## config.mk

```make
export PLATFORM = sky130hd
export DESIGN_NAME = matrix_index_sequencer
export DESIGN_NICKNAME = d
export VERILOG_FILES = /design/src/rtl/matrix_pkg.sv /design/src/rtl/matrix_wrap_counter.sv /design/src/rtl/matrix_index_sequencer.sv
export SDC_FILE = /design/constraint.sdc
export NUM_CORES = 1
export LEC_CHECK = 0
export CORE_MARGIN = 1.5
export CORE_UTILIZATION = 37
export CTS_CLUSTER_DIAMETER = 50
export DETAILED_ROUTE_END_ITERATION = 6
export GPL_TIMING_DRIVEN = 0
export MAX_ROUTING_LAYER = met4
export SETUP_SLACK_MARGIN = 0.5
export SYNTH_ARGS = -nofsm -noshare
export SYNTH_HDL_FRONTEND = slang
export SYNTH_HIERARCHICAL = 1
export SYNTH_SLANG_ARGS = --single-unit
```

## constraint.sdc

```tcl
create_clock -name clock -period 6.13 [get_ports clock]
set_input_delay 1.226 -clock clock [delete_from_list [all_inputs] [get_ports clock]]
set_output_delay 1.226 -clock clock [all_outputs]
set_load 0.02 [all_outputs]
```

## src/rtl/matrix_pkg.sv

```systemverilog
`default_nettype none
// ============================================================================
//  Module   : matrix_pkg
//  Purpose  : Shared types and constants for the matrix index sequencer.
//  Revision : 1.0 - initial release
// ============================================================================
package matrix_pkg;

  // Default width of every index and dimension
  localparam int MATRIX_IDX_W = 8;

  // Sequencer states
  typedef enum logic [1:0] {
    IDLE = 2'd0,
    RUN  = 2'd1,
    DONE = 2'd2
  } seq_state_e;

  // Plain constants for code that prefers raw state values
  localparam logic [1:0] C_ST_IDLE = 2'd0;
  localparam logic [1:0] C_ST_RUN  = 2'd1;
  localparam logic [1:0] C_ST_DONE = 2'd2;

endpackage : matrix_pkg
`default_nettype wire

```

## src/rtl/matrix_wrap_counter.sv

```systemverilog
`default_nettype none
// ============================================================================
//  Module   : matrix_wrap_counter
//  Purpose  : Up-counter from 0 to limit that wraps to 0; wrap flags the top
//             value so counters can be chained (next.en = this.wrap & this.en).
//  Revision : 1.0 - initial release
// ============================================================================
module matrix_wrap_counter #(
  parameter int IDX_W = 8
) (
  input  logic             clock,
  input  logic             nreset,
  input  logic [IDX_W-1:0] limit,
  input  logic             en,
  input  logic             clr,
  output logic [IDX_W-1:0] count,
  output logic             wrap
);

  localparam logic [IDX_W-1:0] c_ONE  = {{(IDX_W-1){1'b0}}, 1'b1};
  localparam logic [IDX_W-1:0] c_ZERO = '0;

  logic [IDX_W-1:0] r_count;

  // Count up on enable, return to zero after reaching the limit or on clear
  always_ff @(posedge clock) begin
    if (!nreset) begin
      r_count <= c_ZERO;
    end else if (clr) begin
      r_count <= c_ZERO;
    end else if (en) begin
      if (wrap) begin
        r_count <= c_ZERO;
      end else begin
        r_count <= r_count + c_ONE;
      end
    end
  end

  assign wrap  = (r_count == limit);
  assign count = r_count;

endmodule : matrix_wrap_counter
`default_nettype wire

```

## src/rtl/matrix_index_sequencer.sv

```systemverilog
`default_nettype none
// ============================================================================
//  Module   : matrix_index_sequencer
//  Purpose  : Generates the (i, j, k) index sweep of an MxK by KxN matrix
//             product in row-major order with k innermost, with stall support.
//  Revision : 1.0 - initial release
// ============================================================================
module matrix_index_sequencer
  import matrix_pkg::*;
#(
  parameter int IDX_W   = MATRIX_IDX_W,
  parameter int MAX_DIM = 255
) (
  input  logic             clock,
  input  logic             nreset,
  input  logic             start,
  input  logic [IDX_W-1:0] a_rows,
  input  logic [IDX_W-1:0] a_cols,
  input  logic [IDX_W-1:0] b_cols,
  input  logic             advance,
  output logic [IDX_W-1:0] i,
  output logic [IDX_W-1:0] j,
  output logic [IDX_W-1:0] k,
  output logic             idx_valid,
  output logic             first_k,
  output logic             last_k,
  output logic             busy,
  output logic             done,
  output logic             cfg_err
);

  localparam logic [IDX_W-1:0] c_ONE  = {{(IDX_W-1){1'b0}}, 1'b1};
  localparam logic [IDX_W-1:0] c_ZERO = '0;
  localparam logic [IDX_W-1:0] c_MAX  = MAX_DIM[IDX_W-1:0];

  seq_state_e       r_state;
  logic [IDX_W-1:0] r_m;
  logic [IDX_W-1:0] r_k;
  logic [IDX_W-1:0] r_n;
  logic             r_cfg_err;

  logic             w_run;
  logic             w_dims_ok;
  logic [IDX_W-1:0] w_m_lim;
  logic [IDX_W-1:0] w_k_lim;
  logic [IDX_W-1:0] w_n_lim;
  logic             w_clr;
  logic             w_k_en;
  logic             w_j_en;
  logic             w_i_en;
  logic             w_k_wrap;
  logic             w_j_wrap;
  logic             w_i_wrap;
  logic             w_last_beat;

  assign w_run = (r_state == RUN);

  // A dimension is legal when it lies in 1..MAX_DIM
  assign w_dims_ok = (a_rows != c_ZERO) && (a_rows <= c_MAX) &&
                     (a_cols != c_ZERO) && (a_cols <= c_MAX) &&
                     (b_cols != c_ZERO) && (b_cols <= c_MAX);

  // Counter limits are the last legal index of each loop
  assign w_m_lim = r_m - c_ONE;
  assign w_k_lim = r_k - c_ONE;
  assign w_n_lim = r_n - c_ONE;

  // Counters sit at zero whenever no sweep is running
  assign w_clr  = ~w_run;
  assign w_k_en = w_run & advance;
  assign w_j_en = w_k_en & w_k_wrap;
  assign w_i_en = w_j_en & w_j_wrap;

  // All three counters wrap together on the final accepted beat
  assign w_last_beat = w_i_en & w_i_wrap;

  matrix_wrap_counter #(.IDX_W(IDX_W)) u_k_cnt (
    .clock  (clock),
    .nreset (nreset),
    .limit  (w_k_lim),
    .en     (w_k_en),
    .clr    (w_clr),
    .count  (k),
    .wrap   (w_k_wrap)
  );

  matrix_wrap_counter #(.IDX_W(IDX_W)) u_j_cnt (
    .clock  (clock),
    .nreset (nreset),
    .limit  (w_n_lim),
    .en     (w_j_en),
    .clr    (w_clr),
    .count  (j),
    .wrap   (w_j_wrap)
  );

  matrix_wrap_counter #(.IDX_W(IDX_W)) u_i_cnt (
    .clock  (clock),
    .nreset (nreset),
    .limit  (w_m_lim),
    .en     (w_i_en),
    .clr    (w_clr),
    .count  (i),
    .wrap   (w_i_wrap)
  );

  // Sweep control: accept a legal start in IDLE, finish on the last beat
  always_ff @(posedge clock) begin
    if (!nreset) begin
      r_state <= IDLE;
    end else begin
      case (r_state)
        IDLE: begin
          if (start && w_dims_ok) begin
            r_state <= RUN;
          end
        end
        RUN: begin
          if (w_last_beat) begin
            r_state <= DONE;
          end
        end
        DONE: begin
          r_state <= IDLE;
        end
        default: begin
          r_state <= IDLE;
        end
      endcase
    end
  end

  // Dimension latch, written only by an accepted start
  always_ff @(posedge clock) begin
    if (!nreset) begin
      r_m <= c_ZERO;
      r_k <= c_ZERO;
      r_n <= c_ZERO;
    end else if ((r_state == IDLE) && start && w_dims_ok) begin
      r_m <= a_rows;
      r_k <= a_cols;
      r_n <= b_cols;
    end
  end

  // One-cycle error pulse for a start rejected in IDLE
  always_ff @(posedge clock) begin
    if (!nreset) begin
      r_cfg_err <= 1'b0;
    end else begin
      r_cfg_err <= (r_state == IDLE) && start && !w_dims_ok;
    end
  end

  assign idx_valid = w_run;
  assign busy      = w_run;
  assign done      = (r_state == DONE);
  assign cfg_err   = r_cfg_err;
  assign first_k   = w_run & (k == c_ZERO);
  assign last_k    = w_run & (k == w_k_lim);

endmodule : matrix_index_sequencer
`default_nettype wire

```

== After elaboration in Yosys (flattened, before gate mapping) ==
Cells that the tools add are included.

* Logic and storage cells: 53
* Output and inout bits: 30
* Input port bits: 28
* Bits in registers: 51

* Add/subtract/negate cells: 6
* Reduce and logical (&&, ||, !) cells: 17
* Bitwise logic cells: 6
* Muxes and demuxes: 6
* Equal/unequal tests: 7
* Magnitude comparators: 3

{| class="wikitable"
|+ Operators by type and width
! cell !! number
|-
| 8-bit by 1-bit adder with 8-bit output, second input constant || 3
|-
| 8-bit equality test || 3
|-
| 8-bit <= comparator, second input constant || 3
|-
| 8-bit two-way mux || 3
|-
| 8-bit nonzero test || 3
|-
| 8-bit by 1-bit subtractor with 8-bit output, second input constant || 3
|-
| 1-bit logical AND || 9
|-
| 8-bit zero test || 1
|-
| 1-bit bitwise AND || 6
|-
| 2-bit two-way mux || 2
|-
| 2-bit case mux with 2 select lines || 1
|-
| 2-bit AND reduction || 2
|-
| 2-bit by 1-bit equality test with 1-bit output, second input constant || 1
|-
| 2-bit equality test, second input constant || 1
|-
| 2-bit zero test || 1
|-
| 2-bit by 1-bit inequality test with 1-bit output, second input constant || 1
|-
| 2-bit inequality test, second input constant || 1
|-
| 1-bit zero test || 1
|}

== Longest topological paths before layout ==
Gate-level depths: netlist of the first run.

* Word-level depth: 9
* Depth in mapped cells: 16
* Gate-level depth less buffers: 14

== By module ==
The synthesis of the first run kept the hierarchy.

{| class="wikitable"
|+ Modules (own cells, without submodules)
! module !! times used !! seq. area each (sq um) !! area an instance (sq um) !! cells each
|-
| matrix_index_sequencer || 1 || 540.5 || 1,717.9 || 200
|-
| matrix_wrap_counter || 3 || 160.2 || 473.0 || 51
|}

== Least setup slack after synthesis of the first run ==
OpenSTA, ideal clock, no wires.

* Kind: register to register
* Start point: reg r_k[0]
* End point: reg u_i_cnt.r_count[7], in the netlist u_i_cnt/count[7]
* Library setup time: 0.125 ns
* Setup slack: 3.036 ns
* Clock period less this slack: 3.094 ns
* Arrival time: 2.968 ns
* Required time: 6.005 ns
* Buffers on the path: 2
* Cell stages (with the launch flop): 17
* Cell sequence: dfxtp_1 > buf_6 > inv_1 > ha_1 > clkbuf_1 > inv_1 > or3_1 > xnor2_1 > xnor2_1 > nand4_2 > nor2_2 > and3_1 > and2_1 > nand4_1 > nor3_2 > xnor2_1 > nor3_2

* Word-level cells in the longest chain between the ends: 4

{| class="wikitable"
|+ RTL lines
! element !! RTL line !! source
|-
| start, declared || matrix_index_sequencer.sv:38 || <nowiki>logic [IDX_W-1:0] r_k;</nowiki>
|-
| start signal, assigned || matrix_index_sequencer.sv:137 || <nowiki>r_k <= c_ZERO;</nowiki>
|-
| start signal, assigned || matrix_index_sequencer.sv:141 || <nowiki>r_k <= a_cols;</nowiki>
|-
| 8-bit by 1-bit subtractor with 8-bit output || matrix_index_sequencer.sv:65 || <nowiki>assign w_k_lim = r_k - c_ONE;</nowiki>
|-
| named net w_k_lim[0] || matrix_index_sequencer.sv:45 || <nowiki>logic [IDX_W-1:0] w_k_lim;</nowiki>
|-
| 8-bit equality test || matrix_wrap_counter.sv:40 || <nowiki>assign wrap = (r_count == limit);</nowiki>
|-
| named net w_k_wrap || matrix_index_sequencer.sv:51 || <nowiki>logic w_k_wrap;</nowiki>
|-
| 1-bit bitwise AND || matrix_index_sequencer.sv:71 || <nowiki>assign w_j_en = w_k_en & w_k_wrap;</nowiki>
|-
| named net w_j_en || matrix_index_sequencer.sv:49 || <nowiki>logic w_j_en;</nowiki>
|-
| 1-bit bitwise AND || matrix_index_sequencer.sv:72 || <nowiki>assign w_i_en = w_j_en & w_j_wrap;</nowiki>
|-
| named net w_i_en || matrix_index_sequencer.sv:50 || <nowiki>logic w_i_en;</nowiki>
|-
| end signal, assigned || matrix_wrap_counter.sv:30 || <nowiki>r_count <= c_ZERO;</nowiki>
|-
| end signal, assigned || matrix_wrap_counter.sv:33 || <nowiki>r_count <= c_ZERO;</nowiki>
|-
| end signal, assigned || matrix_wrap_counter.sv:35 || <nowiki>r_count <= r_count + c_ONE;</nowiki>
|-
| end, declared || matrix_wrap_counter.sv:23 || <nowiki>logic [IDX_W-1:0] r_count;</nowiki>
|}

The timed path passes the listed nets, and every way through them passes these cells.
A chain may end at the register's enable or synchronous reset.

== Final worst setup path of the first run ==
* Start point: reg r_k[0]
* End point: out last_k

* Word-level cells in the longest chain between the ends: 3

{| class="wikitable"
|+ RTL lines
! element !! RTL line !! source
|-
| 8-bit by 1-bit subtractor with 8-bit output || matrix_index_sequencer.sv:65 ||
|-
| named net w_k_lim[0] || matrix_index_sequencer.sv:45 ||
|-
| 8-bit equality test || matrix_index_sequencer.sv:160 || <nowiki>assign last_k = w_run & (k == w_k_lim);</nowiki>
|-
| 1-bit bitwise AND || matrix_index_sequencer.sv:160 ||
|-
| end, declared || matrix_index_sequencer.sv:26 || <nowiki>output logic last_k,</nowiki>
|}

The timed path passes the listed nets, and every way through them passes these cells.

==> results of run 1 <==
-- flip-flops by register name (all words and copies together), names as in the netlist --
| signal | count |
|---|---|
| r_n | 8 |
| r_state | 2 |
| r_m | 8 |
| u_j_cnt/count | 8 |
| cfg_err | 1 |
| r_k | 8 |
| u_i_cnt/count | 8 |
| u_k_cnt/count | 8 |
-- worst min-delay path by stage --
| stage | start | end | slack (ns) | cells past startpoint |
|---|---|---|---|---|
| after global routing | r_m[7]$_SDFFE_PN0P_ | r_m[7]$_SDFFE_PN0P_ | 0.59 | 2 |
| after CTS | r_n[0]$_SDFFE_PN0P_ | r_n[0]$_SDFFE_PN0P_ | 0.56 | 2 |
| after floorplan | r_m[7]$_SDFFE_PN0P_ | r_m[7]$_SDFFE_PN0P_ | 0.51 | 2 |
| after global placement | r_n[1]$_SDFFE_PN0P_ | r_n[1]$_SDFFE_PN0P_ | 0.54 | 2 |
| final | r_n[0]$_SDFFE_PN0P_ | r_n[0]$_SDFFE_PN0P_ | 0.56 | 2 |
| after detailed placement | r_n[0]$_SDFFE_PN0P_ | r_n[0]$_SDFFE_PN0P_ | 0.55 | 2 |
-- placed cells by master, fill, tap and decap left out, types with 12 or more instances in the layout --
cell | netlist | final
sky130_fd_sc_hd__nor4_1 | 13 | 13
sky130_fd_sc_hd__nand2_1 | 30 | 30
sky130_fd_sc_hd__clkdlybuf4s50_1 | 0 | 57
sky130_fd_sc_hd__nor3_1 | 19 | 19
sky130_fd_sc_hd__mux2i_1 | 24 | 24
sky130_fd_sc_hd__xnor2_1 | 40 | 40
sky130_fd_sc_hd__nor2b_1 | 26 | 26
sky130_fd_sc_hd__xor2_1 | 24 | 24
sky130_fd_sc_hd__inv_1 | 15 | 15
sky130_fd_sc_hd__dfxtp_1 | 51 | 51
sky130_fd_sc_hd__nor2_1 | 12 | 12
-- power groups by stage --
stage	Sequential [mW]	Clock, mW	Combinational, mW
3_5_place_dp	0.361	0	0.176
3_3_place_gp	0.360	0	0.174
5_1_grt	0.355	0.274	0.194
2_1_floorplan	0.358	0	0.132
4_1_cts	0.353	0.261	0.177
6_report	0.353	0.254	0.175
-- kinds of logic (layout without fill, tap and decap cells) --
logic type / after synthesis / after routing / synth area share [%]
muxes: 25 / 25 / 8.02
and+or+nand+nor: 157 / 157 / 30.7
buffers and inverters: 29 / 94 / 4.03
xor gates and xnor gates: 64 / 64 / 17.9
DFF: 51 / 51 / 32.5
adders and majority gates: 6 / 6 / 2.39
AOI/OAI and AO/OA: 21 / 21 / 4.43
-- worst register-to-register path, stage by stage, from the launching register on --
cell and delay [ns]:
sky130_fd_sc_hd__dfxtp_1 0.32, sky130_fd_sc_hd__buf_6 0.13, sky130_fd_sc_hd__inv_1 0.08, sky130_fd_sc_hd__ha_1 0.16, sky130_fd_sc_hd__clkbuf_1 0.33, sky130_fd_sc_hd__inv_1 0.10
sky130_fd_sc_hd__or3_1 0.36, sky130_fd_sc_hd__xnor2_1 0.19, sky130_fd_sc_hd__xnor2_1 0.16, sky130_fd_sc_hd__nand4_2 0.17, sky130_fd_sc_hd__nor2_2 0.21, sky130_fd_sc_hd__and3_1 0.38
sky130_fd_sc_hd__and2_1 0.26, sky130_fd_sc_hd__inv_1 0.13, sky130_fd_sc_hd__or3_1 0.39, sky130_fd_sc_hd__o22ai_1 0.13
-- per-stage QoR --
| step | std cells | worst slack [ns] | utilization [%] |
|---|---|---|---|
| final | 523 | 2.00 | 48.2 |
| after global routing | 523 | 1.71 | 48.2 |
| after CTS | 523 | 1.96 | 48.2 |
| after detailed placement | 515 | 2.32 | 46.7 |
| after global placement | 515 | 2.37 | 46.7 |
| after floorplan | 353 | 3.04 | - |
-- cell type report --
| type | instances | area [sq um] | area share [%] |
|---|---|---|---|
| Multi-Input combinational cell | 273 | 1990 | 50.2 |
| Sequential cell | 51 | 1020 | 25.8 |
| Timing Repair Buffer | 57 | 571 | 14.4 |
| Tap cell | 105 | 131 | 3.32 |
| Clock buffer | 6 | 82.6 | 2.09 |
| Buffer | 14 | 70.1 | 1.77 |
| Inverter | 15 | 56.3 | 1.42 |
| Clock inverter | 2 | 38.8 | 0.979 |
-- layer usage --
layer	routed length [um]	global-route usage (%)
met1	3380	21.4
met2	3540	29.3
met3	271	4.55
met4	47	2.99
met5	0	-
==> run metrics, run 1 <==
logic depth of the worst setup path including buffers=10; Crit path largest cell delay=0.60 ns; cell with the most instances after synthesis=sky130_fd_sc_hd__dfxtp_1; antenna cells=0; power share of the clock group=32.5%; internal portion of total power=0.565 mW; synthesized netlist net count=387; Post-synth top cells=51 x sky130_fd_sc_hd__dfxtp_1, 40 x sky130_fd_sc_hd__xnor2_1, 30 x sky130_fd_sc_hd__nand2_1, 26 x sky130_fd_sc_hd__nor2b_1; final-report setup violation count=0; CP max FO=9; fraction of synthesis flops using an asynchronous set or reset pin=0%; number of H-tree levels=2; number of synthesized flops with an enable pin=0; Vias/cell=5.06; unrepaired setup endpoints after global routing=no; area grow syn2layout=26.2%; Yosys warnings=6; transition at the pin with the smallest max-transition slack=0.467 ns; type of element capturing the critical path=output port; core area=0.00822 sq mm; setup slack of the worst register-to-register path=2.57 ns; Filler cells=823; cell class contributing the biggest share of worst-path delay=buffers and inverters; clock net sink count=51; number of buffers added by the clock tree synthesis step=5; sequential element share of the synthesized area=32.5%; sw frac=27.7%; via count of the first global-routing pass=2592; final period utilization=67.4%; vertical die dimension=95.1 um; final critical path time including I/O delays and setup=4.13 ns; count of distinct cell types in the synthesized netlist=44; input/output buffers=57; max frequency=242 MHz; Max-cap violations=0; antenna violations before repair=0; final routed wirelength across all metal layers=7.24 mm; WP data required=4.90 ns; half-perimeter wire length after detailed placement=5.56 mm; run status=finished, final reports clean; maximum resistive drop on vdd=0.0917 mV; number of hold violations in the final report=0; final slew viol count=0; worst r2r src=r_k[0]$_SDFFE_PN0P_; class of the tightest hold or removal check=reg -> reg; post-route worst hold slack=0.558 ns; register clock-pin slew on the reported worst setup and hold paths=0.10 ns; Gate power share=22.3%; worst skew pair latency=0.31 ns; worst-case reg-to-reg path depth=15; worst-path cell chain=buf_6 -> inv_1 -> ha_1 -> clkbuf_1 -> nor3b_1 -> nor4_1 -> nand4_1 -> a211oi_1 -> and4_1 -> clkdlybuf4s50_1; capturing point of the worst reg2reg path=u_i_cnt/count[0]$_SDFFE_PP0P_; CTS tree=yes; post-cts sizing count=0; primary flip-flop cell chosen by synthesis mapping=sky130_fd_sc_hd__dfxtp_1; Switching Power=0.217 mW; fraction of post-synthesis cell area in the top cell type by area=32.5%; CTS max path bufs=2; cell row count=33; Leak=1.49 nW; total number of vias=2646; netlist area before placement=0.00314 sq mm; last weighted congestion value of the routability-driven placer=0.770; area of all placed cells without fillers=0.00396 sq mm; global route overflow=0; count of hold-fix buffers inserted at cts=0; CP startpoint=r_k[0]$_SDFFE_PN0P_; P per Cell Area=197 mW/mm^2; placed inst area=0.00384 sq mm; pin count of the biggest net entering global routing=17; total global routing track utilization=17.5%; remaining design rule violation count=0; critical path capture point=last_k; DIE WIDTH=95.1 um; final net count=451; clock root buffer master=sky130_fd_sc_hd__clkbuf_8; number of buffer and inverter instances along the worst setup path=4; worst endpoint data arrival time=2.91 ns; Final Power=0.782 mW; number of DRC violations after detailed-routing iteration 0=77; Startpoint Class=register; count of antenna-violating nets left after detailed routing=0; count of mapped cells out of synthesis=353; layout cell share with drive strength beyond 1=8.37%; Reg power frac=45.1%; Post CTS Setup Buffer Count=0; classification of the worst setup path=reg -> out; worst rel slew slack=68.8%; post-detailed-route wirelength per cell=13.8 um; wire length of the first global-routing pass=12.1 mm; # IOs=58; post-synth top area cell=sky130_fd_sc_hd__dfxtp_1; number of iterations in the first detailed-routing pass=4; Die Area=0.00904 sq mm; top cells by area in the synthesized netlist=sky130_fd_sc_hd__dfxtp_1 33%, sky130_fd_sc_hd__xnor2_1 11%, sky130_fd_sc_hd__mux2i_1 7.7%, sky130_fd_sc_hd__xor2_1 6.7%, sky130_fd_sc_hd__nor2b_1 5.2%; Post-Route Skew=0.0132 ns; Critical-path top delay cell=sky130_fd_sc_hd__clkdlybuf4s50_1; synthesized area per cell=8.89 sq um; Yosys reg bits=51; initial core utilization=38.2%; final sum of negative setup slack=0 ns
Power figures use the tool's default switching activity.
==> run 2, diff against run 1 <==
==> constraint.sdc (replaced) <==
create_clock -name clock -period 3.8 [get_ports clock]
set_input_delay 0.76 -clock clock [delete_from_list [all_inputs] [get_ports clock]]
set_output_delay 0.76 -clock clock [all_outputs]
set_load 0.02 [all_outputs]
==> run metrics, run 2 (synthesized netlist as in run 1, its figures left out) <==
final-report setup violation count=0 (unchanged); classification of the worst setup path=reg -> out (unchanged); transition at the pin with the smallest max-transition slack=0.415 ns (was 0.467 ns); number of hold violations in the final report=0 (unchanged); run status=finished, final reports clean (unchanged); setup slack of the worst register-to-register path=0.73 ns (was 2.57 ns); Max-cap violations=0 (unchanged); wire length of the first global-routing pass=12.1 mm (unchanged); core area=0.00822 sq mm (unchanged); number of iterations in the first detailed-routing pass=4 (unchanged); vertical die dimension=95.1 um (unchanged); number of DRC violations after detailed-routing iteration 0=84 (was 77); Crit path largest cell delay=0.35 ns (was 0.60 ns); worst skew pair latency=0.31 ns (about the same); number of H-tree levels=2 (unchanged); Vias/cell=5.08 (was 5.06); Leak=1.51 nW (was 1.49 nW); final sum of negative setup slack=0 ns (unchanged); CP max FO=9 (unchanged); initial core utilization=38.2% (unchanged); Post-Place Setup Slack=0.255 ns (was 2.32 ns); last weighted congestion value of the routability-driven placer=0.770 (unchanged); post-detailed-route wirelength per cell=13.8 um (about the same); worst-path cell chain=buf_6 -> inv_1 -> ha_1 -> clkbuf_4 -> nor3b_1 -> nor4_1 -> nand4_1 -> a211oi_1 -> and4_1 -> clkbuf_2 (was buf_6 -> inv_1 -> ha_1 -> clkbuf_1 -> nor3b_1 -> nor4_1 -> nand4_1 -> a211oi_1 -> and4_1 -> clkdlybuf4s50_1); worst r2r src=r_k[0]$_SDFFE_PN0P_ (unchanged); most frequent cells in the layout=56 x sky130_fd_sc_hd__clkdlybuf4s50_1, 51 x sky130_fd_sc_hd__dfxtp_1, 40 x sky130_fd_sc_hd__xnor2_1 (was 57 x sky130_fd_sc_hd__clkdlybuf4s50_1, 51 x sky130_fd_sc_hd__dfxtp_1, 40 x sky130_fd_sc_hd__xnor2_1); final critical path time including I/O delays and setup=3.07 ns; power share of the clock group=32.4% (was 32.5%); # IOs=58 (unchanged); Die Area=0.00904 sq mm (unchanged); pin count of the biggest net entering global routing=17 (unchanged); worst rel slew slack=72.3% (was 68.8%); clock root buffer master=sky130_fd_sc_hd__clkbuf_8 (unchanged); antenna cells=0 (unchanged); clock net sink count=51 (unchanged); number of buffers added by the clock tree synthesis step=5 (unchanged); CTS tree=yes (unchanged); total global routing track utilization=17.5% (about the same); final period utilization=80.8%; Critical-path top delay cell=sky130_fd_sc_hd__nor4_1 (was sky130_fd_sc_hd__clkdlybuf4s50_1); Switching Power=0.350 mW (was 0.217 mW); critical path capture point=last_k (unchanged); layout cell share with drive strength beyond 1=10.5% (was 8.37%); internal portion of total power=0.915 mW (was 0.565 mW); final net count=453 (was 451); Gate power share=22.6% (was 22.3%); count of antenna-violating nets left after detailed routing=0 (unchanged); half-perimeter wire length after detailed placement=5.56 mm (unchanged); max frequency=326 MHz; P per Cell Area=317 mW/mm^2 (was 197 mW/mm^2); DIE WIDTH=95.1 um (unchanged); final routed wirelength across all metal layers=7.27 mm (was 7.24 mm); final setup margin=0.731 ns (was 2.00 ns); global route overflow=0 (unchanged); total number of vias=2669 (was 2646); launch point of the worst hold path=r_n[0]$_SDFFE_PN0P_ (unchanged); capturing point of the worst reg2reg path=u_i_cnt/count[0]$_SDFFE_PP0P_ (unchanged); input/output buffers=57 (unchanged); Startpoint Class=register (unchanged); Reg power frac=45.0% (was 45.1%); Filler cells=817 (was 823); leading cell type in the layout, fill and taps excluded=sky130_fd_sc_hd__clkdlybuf4s50_1 (unchanged); CTS max path bufs=2 (unchanged); Post-Route Skew=0.0135 ns (was 0.0132 ns); type of element capturing the critical path=output port (unchanged); final slew viol count=0 (unchanged); via count of the first global-routing pass=2597 (was 2592); antenna violations before repair=0 (unchanged); area grow syn2layout=27.4% (was 26.2%); remaining design rule violation count=0 (unchanged); class of the tightest hold or removal check=reg -> reg (unchanged); WP data required=3.04 ns (was 4.90 ns); worst-case reg-to-reg path depth=12 (was 15); sw frac=27.7% (about the same); cell row count=33 (unchanged); register clock-pin slew on the reported worst setup and hold paths=0.10 ns (about the same); worst endpoint data arrival time=2.31 ns (was 2.91 ns); post-route worst hold slack=0.558 ns (about the same); maximum resistive drop on vdd=0.148 mV (was 0.0917 mV); CP startpoint=r_k[0]$_SDFFE_PN0P_ (unchanged); unrepaired setup endpoints after global routing=no (unchanged)
==> run 2: changes by cell type in the layout (fill, tap and decap cells not counted), sizes merged <==
cell	previous run	this run
buf	7	9
clkbuf	13	14
clkdlybuf4s50	57	56
==> run 2: worst min path at each step <==
stage | to | slack, ns | cells past startpoint
after global placement | r_n[1]$_SDFFE_PN0P_ | 0.54 | 2
after CTS | r_n[0]$_SDFFE_PN0P_ | 0.56 | 2
after floorplan | r_m[7]$_SDFFE_PN0P_ | 0.51 | 2
after detailed placement | r_n[0]$_SDFFE_PN0P_ | 0.55 | 2
final | r_n[0]$_SDFFE_PN0P_ | 0.56 | 2
after global routing | r_m[7]$_SDFFE_PN0P_ | 0.59 | 2
==> run 2: timing repair <==
item                       4_1_cts  5_1_grt
buffers inserted                 0        2
gates cloned                     0        0
pin swaps                        0        2
resized for setup                4       10
hold buffers                     0        0
setup endpoints to repair       15       10
==> run 2: layout make-up <==
| type | count | area, sq um | area share [%] |
|---|---|---|---|
| buffer | 14 | 75.1 | 1.88 |
| clock buffer | 6 | 82.6 | 2.07 |
| clock inverter | 2 | 38.8 | 0.971 |
| inverter | 15 | 56.3 | 1.41 |
| multi-input combinational | 273 | 2010 | 50.3 |
| sequential | 51 | 1020 | 25.5 |
| tap | 105 | 131 | 3.29 |
| timing repair buffer | 59 | 581 | 14.5 |
==> run 2: routing by layer <==
layer | vias to the layer above | GRT usage [%] | wire length (um)
met5 | - | - | 0
met4 | 0 | 2.99 | 57
met3 | 7 | 4.55 | 300
met2 | 47 | 29.3 | 3560
met1 | 1263 | 21.4 | 3350
li1 | 1352 | - | -
==> run 2: critical path: cells and delay by family (launching register included) <==
| kind | cells | cell delay [ns] |
|---|---|---|
| compound gates | 1 | 0.18 |
| fa+ha+maj | 1 | 0.16 |
| buf+inv | 4 | 0.56 |
| flops | 1 | 0.32 |
| simple gates | 4 | 0.78 |
==> run 2: stage by stage <==
stage | area (sq um) | instances | utilization [%] | total power [mW]
2_1_floorplan | 3140 | 353 | - | 0.790
3_3_place_gp | 3840 | 515 | 46.7 | 0.861
3_5_place_dp | 3840 | 515 | 46.7 | 0.866
4_1_cts | 3970 | 523 | 48.3 | 1.28
5_1_grt | 4000 | 525 | 48.6 | 1.33
6_report | 4000 | 525 | 48.6 | 1.26
==> run 2: power by group through the flow <==
stage	clock network (mW)	logic [mW]	registers (mW)
finish	0.409	0.286	0.570
global route	0.442	0.316	0.572
CTS	0.421	0.286	0.570
detailed placement	0	0.284	0.582
global placement	0	0.280	0.581
floorplan	0	0.213	0.577
==> run 3, diff against run 2 <==
==> constraint.sdc (replaced) <==
create_clock -name clock -period 2.9 [get_ports clock]
set_input_delay 0.58 -clock clock [delete_from_list [all_inputs] [get_ports clock]]
set_output_delay 0.58 -clock clock [all_outputs]
set_load 0.02 [all_outputs]
==> run metrics, run 3 (synthesized netlist as in run 1, its figures left out) <==
run status=complete, but fails checks (was finished, final reports clean); violations in the final reports=negative setup slack; final-report setup violation count=1 (was 0); post-detailed-route wirelength per cell=13.6 um (was 13.8 um); CTS tree=yes (unchanged); unrepaired setup endpoints after global routing=yes (was no); final setup margin=-0.00641 ns (was 0.731 ns); antenna cells=0 (unchanged); number of hold violations in the final report=0 (unchanged); number of buffers added by the clock tree synthesis step=5 (unchanged); number of DRC violations after detailed-routing iteration 0=57 (was 84); total number of vias=2728 (was 2669); Vias/cell=4.99 (was 5.08); CTS max path bufs=2 (unchanged); cell row count=33 (unchanged); class of the tightest hold or removal check=reg -> reg (unchanged); worst-path cell chain=buf_6 -> or4_4 -> or3_4 -> nand2_4 -> xnor2_2 -> nand4_2 -> nor2_4 -> and3_4 -> and2_4 -> nand4_1 -> buf_4 -> xor2_1 -> nor3_1 (was buf_6 -> inv_1 -> ha_1 -> clkbuf_4 -> nor3b_1 -> nor4_1 -> nand4_1 -> a211oi_1 -> and4_1 -> clkbuf_2); layout cell share with drive strength beyond 1=19.9% (was 10.5%); wire length of the first global-routing pass=12.3 mm (was 12.1 mm); last weighted congestion value of the routability-driven placer=0.856 (was 0.770); post-route worst hold slack=0.551 ns (was 0.558 ns); register clock-pin slew on the reported worst setup and hold paths=0.10 ns (about the same); area grow syn2layout=36.7% (was 27.4%); Filler cells=772 (was 817); Post-Route Skew=0.0116 ns (was 0.0135 ns); max frequency=344 MHz; Leak=1.66 nW (was 1.51 nW); transition at the pin with the smallest max-transition slack=0.443 ns (was 0.415 ns); most frequent cells in the layout=55 x sky130_fd_sc_hd__clkdlybuf4s50_1, 44 x sky130_fd_sc_hd__dfxtp_1, 38 x sky130_fd_sc_hd__xnor2_1 (was 56 x sky130_fd_sc_hd__clkdlybuf4s50_1, 51 x sky130_fd_sc_hd__dfxtp_1, 40 x sky130_fd_sc_hd__xnor2_1); final critical path time including I/O delays and setup=2.91 ns; worst skew pair latency=0.31 ns (about the same); number of iterations in the first detailed-routing pass=4 (unchanged); classification of the worst setup path=reg -> reg (was reg -> out); Post-Place Setup Slack=-0.241 ns (was 0.255 ns); final routed wirelength across all metal layers=7.44 mm (was 7.27 mm); DIE WIDTH=95.1 um (unchanged); area of the multi-input gates=0.00208 sq mm (was 0.00201 sq mm); Critical-path top delay cell=sky130_fd_sc_hd__or4_4 (was sky130_fd_sc_hd__nor4_1); Crit path largest cell delay=0.53 ns (was 0.35 ns); leading cell type in the layout, fill and taps excluded=sky130_fd_sc_hd__clkdlybuf4s50_1 (unchanged); P per Cell Area=392 mW/mm^2 (was 317 mW/mm^2); clock root buffer master=sky130_fd_sc_hd__clkbuf_8 (unchanged); count of hold-fix buffers inserted at cts=0 (unchanged); core area=0.00822 sq mm (unchanged); worst rel slew slack=70.2% (was 72.3%); pin count of the biggest net entering global routing=17 (unchanged); Die Area=0.00904 sq mm (unchanged); CP max FO=7 (was 9); initial core utilization=38.2% (unchanged); Startpoint Class=register (unchanged); count of antenna-violating nets left after detailed routing=0 (unchanged); WP data required=3.13 ns (was 3.04 ns); placed inst area=0.00386 sq mm (was 0.00384 sq mm); global route overflow=0 (unchanged); worst endpoint data arrival time=3.14 ns (was 2.31 ns); type of element capturing the critical path=register (was output port); maximum resistive drop on vdd=0.200 mV (was 0.148 mV); area of all sequential standard cells=0.00103 sq mm (was 0.00102 sq mm); half-perimeter wire length after detailed placement=5.43 mm (was 5.56 mm); final net count=475 (was 453); via count of the first global-routing pass=2633 (was 2597); final slew viol count=0 (unchanged); remaining design rule violation count=0 (unchanged); clock net sink count=51 (unchanged); number of H-tree levels=2 (unchanged); vertical die dimension=95.1 um (unchanged); # IOs=58 (unchanged); Max-cap violations=0 (unchanged); area of all placed cells without fillers=0.00429 sq mm (was 0.00400 sq mm); total global routing track utilization=17.9% (was 17.5%); input/output buffers=57 (unchanged); antenna violations before repair=0 (unchanged); final period utilization=100%
[run 3: changes by cell type in the layout (fill, tap and decap cells not counted), moves of 4 or more]
cell	before	now
sky130_fd_sc_hd__dfxtp_1	51	44
sky130_fd_sc_hd__nor3_1	19	14
sky130_fd_sc_hd__nor3_2	6	11
sky130_fd_sc_hd__buf_6	1	5
sky130_fd_sc_hd__buf_4	3	23
sky130_fd_sc_hd__dfxtp_2	0	7
[run 3: worst max-delay path, delay by kind of cell, from the launching register on]
family | cells | cell delay (ns)
XOR/XNOR | 2 | 0.25
buffers and inverters | 2 | 0.31
AND/OR/NAND/NOR | 9 | 1.93
flip-flops | 1 | 0.33
[run 3: repair_timing]
| item | in CTS | in global routing |
|---|---|---|
| cloned | 0 | 0 |
| resized for setup | 36 | 9 |
| hold endpoints to repair | 0 | 0 |
| setup endpoints to repair | 27 | 44 |
| pin swaps | 25 | 10 |
| setup buffers | 14 | 10 |
[run 3: layout make-up]
cell class | count | share of cell area, %
well taps | 105 | 3.06
clock buffers | 5 | 1.60
clock inverters | 3 | 1.02
flip-flops and latches | 51 | 24.0
plain buffers | 14 | 2.48
inverters | 15 | 1.43
multi-input cells | 273 | 48.5
repair buffers | 81 | 17.9
[run 3: power by group]
group          switching [mW]  internal [mW]
Combinational           0.200          0.226
Clock                   0.251          0.257
Sequential             0.0230          0.724
Total                   0.474           1.21
[run 3: final timing paths]
check	depth (start not counted)	slack [ns]	startpoint	to
max	13	-0.006	r_k[0]$_SDFFE_PN0P_	u_i_cnt/count[3]$_SDFFE_PP0P_
min reg2reg	2	0.55	r_n[3]$_SDFFE_PN0P_	r_n[3]$_SDFFE_PN0P_
min	2	0.55	r_n[3]$_SDFFE_PN0P_	r_n[3]$_SDFFE_PN0P_
max reg2reg	13	-0.006	r_k[0]$_SDFFE_PN0P_	u_i_cnt/count[3]$_SDFFE_PP0P_
[run 3: routing by layer]
metal  GRT usage, %  share of wire (%)
met5              -                  0
met4           5.22               0.94
met3           2.63                2.2
met2           29.7                 48
met1           22.4                 49
[run 3: per-stage QoR]
| stage | power (mW) | utilization [%] | instances | TNS, ns |
|---|---|---|---|---|
| floorplan | 1.04 | - | 353 | 0 |
| detailed placement | 1.14 | 46.9 | 515 | -1.38 |
| global placement | 1.13 | 46.9 | 515 | -1.08 |
| finish | 1.68 | 52.2 | 547 | -0.00641 |
| CTS | 1.70 | 50.9 | 537 | -0.0506 |
| global route | 1.77 | 52.2 | 547 | -0.622 |
